<file path="src/rtl/rtc_display_scan.sv">
// rtc_display_scan: time-multiplexed 6-digit seven-segment driver for an MM:SS.hh BCD count.
module rtc_display_scan #(
  parameter logic [15:0] REFRESH_DIV = 16'd50000,
  parameter logic [15:0] BLANK_CYC   = 16'd500,
  parameter logic [5:0]  DP_MASK     = 6'b010100
) (
  input  logic        i_rtcclk,
  input  logic        i_reset_n,
  input  logic [23:0] i_count,
  input  logic        i_hold,
  input  logic        i_blank_lz,
  output logic [5:0]  o_anode,
  output logic [6:0]  o_seg,
  output logic        o_dp,
  output logic        o_bcderr
);
  logic [15:0] p_q, p_d;
  logic [2:0]  idx_q, idx_d;
  logic [23:0] snap_q, snap_d;
  logic [5:0]  anode_q, anode_d;
  logic [6:0]  seg_q, seg_d, dec;
  logic        dp_q, dp_d, err_q, err_d;
  logic        last_p, blank, lz_blank;
  logic [23:0] upper;
  logic [3:0]  nib;
  always_comb begin
    last_p   = p_q == REFRESH_DIV - 16'd1;
    p_d      = last_p ? 16'd0 : p_q + 16'd1;
    idx_d    = last_p ? (idx_q == 3'd5 ? 3'd0 : idx_q + 3'd1) : idx_q;
    snap_d   = (last_p && idx_q == 3'd5 && !i_hold) ? i_count : snap_q;
    // upper holds digits idx..5, so zero means everything from this digit up is zero
    upper    = snap_q >> {idx_q, 2'b00};
    nib      = upper[3:0];
    blank    = p_q < BLANK_CYC;
    lz_blank = i_blank_lz && idx_q >= 3'd3 && upper == 24'h0;
    dec      = 7'h3F;
    case (nib)
      4'd0: dec = 7'h40;
      4'd1: dec = 7'h79;
      4'd2: dec = 7'h24;
      4'd3: dec = 7'h30;
      4'd4: dec = 7'h19;
      4'd5: dec = 7'h12;
      4'd6: dec = 7'h02;
      4'd7: dec = 7'h78;
      4'd8: dec = 7'h00;
      4'd9: dec = 7'h10;
      default: dec = 7'h3F;
    endcase
    anode_d  = blank ? 6'h3F : ~(6'd1 << idx_q);
    seg_d    = lz_blank ? 7'h7F : dec;
    dp_d     = (blank || lz_blank) ? 1'b1 : ~DP_MASK[idx_q];
    err_d    = err_q | (nib > 4'd9);
  end
  always_ff @(posedge i_rtcclk or negedge i_reset_n) begin
    if (!i_reset_n) begin
      p_q     <= 16'd0;
      idx_q   <= 3'd0;
      snap_q  <= 24'h0;
      anode_q <= 6'h3F;
      seg_q   <= 7'h7F;
      dp_q    <= 1'b1;
      err_q   <= 1'b0;
    end else begin
      p_q     <= p_d;
      idx_q   <= idx_d;
      snap_q  <= snap_d;
      anode_q <= anode_d;
      seg_q   <= seg_d;
      dp_q    <= dp_d;
      err_q   <= err_d;
    end
  end
  assign o_anode  = anode_q;
  assign o_seg    = seg_q;
  assign o_dp     = dp_q;
  assign o_bcderr = err_q;
endmodule
</file>
<file path="config.mk">
export PLATFORM = sky130hd
export DESIGN_NAME = rtc_display_scan
export DESIGN_NICKNAME = d
export VERILOG_FILES = /design/src/rtl/rtc_display_scan.sv
export SDC_FILE = /design/constraint.sdc
export NUM_CORES = 1
export LEC_CHECK = 0
export CAP_MARGIN = 20
export CELL_PAD_IN_SITES_DETAIL_PLACEMENT = 0
export CELL_PAD_IN_SITES_GLOBAL_PLACEMENT = 1
export CORE_ASPECT_RATIO = 0.6
export CORE_MARGIN = 1
export CORE_UTILIZATION = 35
export DETAILED_ROUTE_END_ITERATION = 8
export PLACE_DENSITY = 0.78
export SLEW_MARGIN = 20
export SYNTH_ARGS = -nofsm -noshare
export SYNTH_HDL_FRONTEND = slang
export SYNTH_SLANG_ARGS = --single-unit
</file>
<file path="constraint.sdc">
create_clock -name i_rtcclk -period 6.72 [get_ports i_rtcclk]
set_clock_uncertainty 0.1 [all_clocks]
set_input_delay 1.008 -clock i_rtcclk [delete_from_list [all_inputs] [get_ports i_rtcclk]]
set_output_delay 1.008 -clock i_rtcclk [all_outputs]
set_load 0.03 [all_outputs]
</file>
==> impl_metrics.json <==
{
  "yosysSeqAreaShare_pct": 50.9,
  "power_density_nw_per_um2": 213,
  "crit_required_ns": 6.85,
  "slew_headroom_pct": 45.7,
  "setup_viol": 0,
  "setup.worst_path.end_class": "flip-flop",
  "grt_setup_unrepaired": "no",
  "rr_startpoint": "idx_q[0]",
  "grt_pass1_vias": 1855,
  "async_flop_share_pct": 100,
  "postCtsSetupRepairBufs": 0,
  "ys_warn_count": 0,
  "wl_per_cell_um": 15.1,
  "min_period_ns": 3.01,
  "diodes": 0,
  "vias": 1933,
  "path_class": "flip-flop to flip-flop",
  "rows": 25,
  "max_freq_mhz": 332,
  "synth_ff_type": "dfrtp_1",
  "drv_cap": 0,
  "min_to": "o_bcderr",
  "firstDrtPassIters": 6,
  "pwr-share-seq_pct": 44.7,
  "grt_usage_pct": 15.2,
  "reg2reg_depth": 6,
  "synth_area_leaders": "dfrtp_1 (38%), dfstp_2 (13%), mux2_4 (10%)",
  "combinationalPowerShare_pct": 3.0,
  "worstSetupStartpointType": "flip-flop",
  "dieArea_um2": 8630,
  "route.met2.wl_mm": 2.23,
  "area_growth_syn_to_layout_pct": 27.1,
  "reg2reg_slack_ns": 3.71,
  "clkLatencyLatePin_ns": 0.31,
  "power_mw": 0.783,
  "status": "finished clean",
  "postCtsHoldBufs": 0,
  "tns_ns": 0,
  "avgViaCountPerCell": 4.92,
  "clockBufferDepth": 2,
  "top_layer": "met4",
  "synth_cell_types": 46,
  "synth_largest_area_cell": "dfrtp_1",
  "final_cells": 393,
  "netlist_area_um2": 2890,
  "hold_start": "o_bcderr",
  "grt_antenna_before_repair": 0,
  "hold_violations": 0,
  "internal-power_mw": 0.634,
  "dp_hpwl_mm": 4.29,
  "critPathMaxFanout": 20,
  "synth.top_cell.area_share_pct": 38.1,
  "port_buffers": 42,
  "fillers": 746,
  "cts_tree": "yes",
  "htreeDepth": 3,
  "synth_nets": 269,
  "final.period_utilization_pct": 44.8,
  "nNetsFinal": 315,
  "core-area_um2": 7950,
  "wl_met3_um": 332,
  "grt.overflow.total": 0,
  "synth_edf_count": 0,
  "drc": 0,
  "max_slew.worst_pin.slew_ns": 0.808,
  "ios": 43,
  "cts-buffers-inserted": 9,
  "place_inst": 377,
  "ir_worst_vdd_uv": 122,
  "root_buffer": "clkbuf_16",
  "ant_nets": 0,
  "layout-drive-gt1-share_pct": 22.8,
  "start_util_pct": 36.3,
  "whs_path_depth": 1,
  "die_h_um": 72.3,
  "clk_pin_slew_worst_paths_ns": 0.05,
  "p_sw_share_pct": 19.0,
  "cts_resized": 0,
  "arrival_ns": 3.14,
  "whs_ns": 0.358,
  "regToRegEndpoint": "o_seg[5]",
  "drt_iter0_markers": 129,
  "finalInstanceArea_um2": 3670,
  "gp_congestion": 0.778,
  "synth_cells": 234,
  "dpl_cell_area_um2": 3400,
  "drt-met1-wl_mm": 3.34,
  "grt_first_pass_wirelength_mm": 9.72,
  "routed_wirelength_mm": 5.92,
  "power_frac_clock_pct": 52.2,
  "p_switching_mw": 0.149,
  "report.final.slew_viol_count": 0,
  "leakage_nw": 1.71,
  "synth.avg_cell_area_um2": 12.3,
  "holdCritPathClass": "flip-flop to flip-flop",
  "die_w_um": 119,
  "grt_max_degree": 59,
  "clkSinkCount": 58,
  "synth-seq-cells": 58
}
==> cell usage in the layout (no fill, tap or decap), types with 3 or more instances in the layout <==
master / Yosys / routed
dfrtp_1: 44 / 44
clkdlybuf4s50_1: 0 / 41
mux2_4: 20 / 20
o21ai_0: 17 / 17
nand2_1: 14 / 14
dfstp_2: 14 / 14
nor2_1: 12 / 12
mux2_2: 11 / 11
nand3_1: 9 / 9
clkbuf_16: 0 / 9
xor2_1: 7 / 7
ha_1: 7 / 7
nor2b_1: 6 / 6
nor4_1: 6 / 6
inv_1: 5 / 5
nand4_1: 5 / 5
xnor2_1: 5 / 5
clkbuf_1: 2 / 5
mux4_2: 3 / 3
a22oi_1: 3 / 3
mux2i_1: 3 / 3
nor3_1: 3 / 3
a21oi_1: 3 / 3
a21o_1: 3 / 3
==> metal layers <==
layer	track usage, %	vias to the layer above
met5	0	-
met4	5.06	0
met3	5.27	2
met2	18.6	55
met1	23.7	922
li1	-	954
==> power by group through the flow <==
| stage | Clock, mW | Sequential [mW] | Combinational (mW) |
|---|---|---|---|
| floorplan | 0 | 0.356 | 0.000588 |
| global placement | 0 | 0.356 | 0.0242 |
| detailed placement | 0 | 0.356 | 0.0245 |
| CTS | 0.419 | 0.350 | 0.0244 |
| global route | 0.438 | 0.350 | 0.0259 |
| finish | 0.409 | 0.350 | 0.0236 |
==> cell type report <==
type	instances	area, um2	share of cell area [%]
Timing Repair Buffer	44	430	11.7
Multi-Input combinational cell	162	1350	36.7
Tap cell	108	135	3.68
Inverter	5	18.8	0.511
Sequential cell	58	1470	40.0
Clock buffer	16	272	7.40
==> logic make-up (layout without fill, tap and decap cells) <==
family                   after synthesis  count (layout)  share of synthesized area [%]
AND/OR/NAND/NOR                       66              66                           13.0
multiplexers                          37              37                           18.1
flip-flops                            58              58                           50.9
AO/OA/AOI/OAI                         40              40                           8.89
buffers and inverters                 14              65                           2.51
XOR/XNOR                              12              12                           3.64
adder cells (fa/ha/maj)                7               7                           3.03
==> flip-flops by register name (all words and copies together), names as in the netlist <==
| register | cells |
|---|---|
| o_anode | 6 |
| idx_q | 3 |
| snap_q | 24 |
| o_seg | 7 |
| o_dp | 1 |
| p_q | 16 |
| o_bcderr | 1 |
==> cells in the mapped netlist, types with 4 or more instances <==
master    n
nand2_1  14
inv_1     5
nor4_1    6
nand4_1   5
xnor2_1   5
dfrtp_1  44
buf_2     4
nor2b_1   6
nand3_1   9
mux2_4   20
dfstp_2  14
ha_1      7
xor2_1    7
mux2_2   11
o21ai_0  17
nor2_1   12
==> worst max-delay path, cell delays in order, from the launching register on <==
cell     delay, ns
dfrtp_1       0.79
mux4_2        0.58
a22oi_1       0.48
ha_1          0.27
o311a_1       0.16
nand4_1       0.27
o21ai_0       0.28
==> worst max path at each step <==
stage,start,end
5_1_grt,idx_q[0],o_seg[5]
3_5_place_dp,p_q[12],snap_q[10]
4_1_cts,p_q[12],snap_q[21]
3_3_place_gp,p_q[12],snap_q[22]
6_report,idx_q[0],o_seg[5]
2_1_floorplan,idx_q[0],o_seg[0]
==> metrics by stage <==
stage                     worst slack, ns  util [%]
after floorplan                      4.32         -
after global placement               3.73      42.8
after detailed placement             3.71      42.8
after CTS                            3.68      46.2
after global routing                 3.39      46.2
final                                3.71      46.2
(Power assumes the default switching activity.)
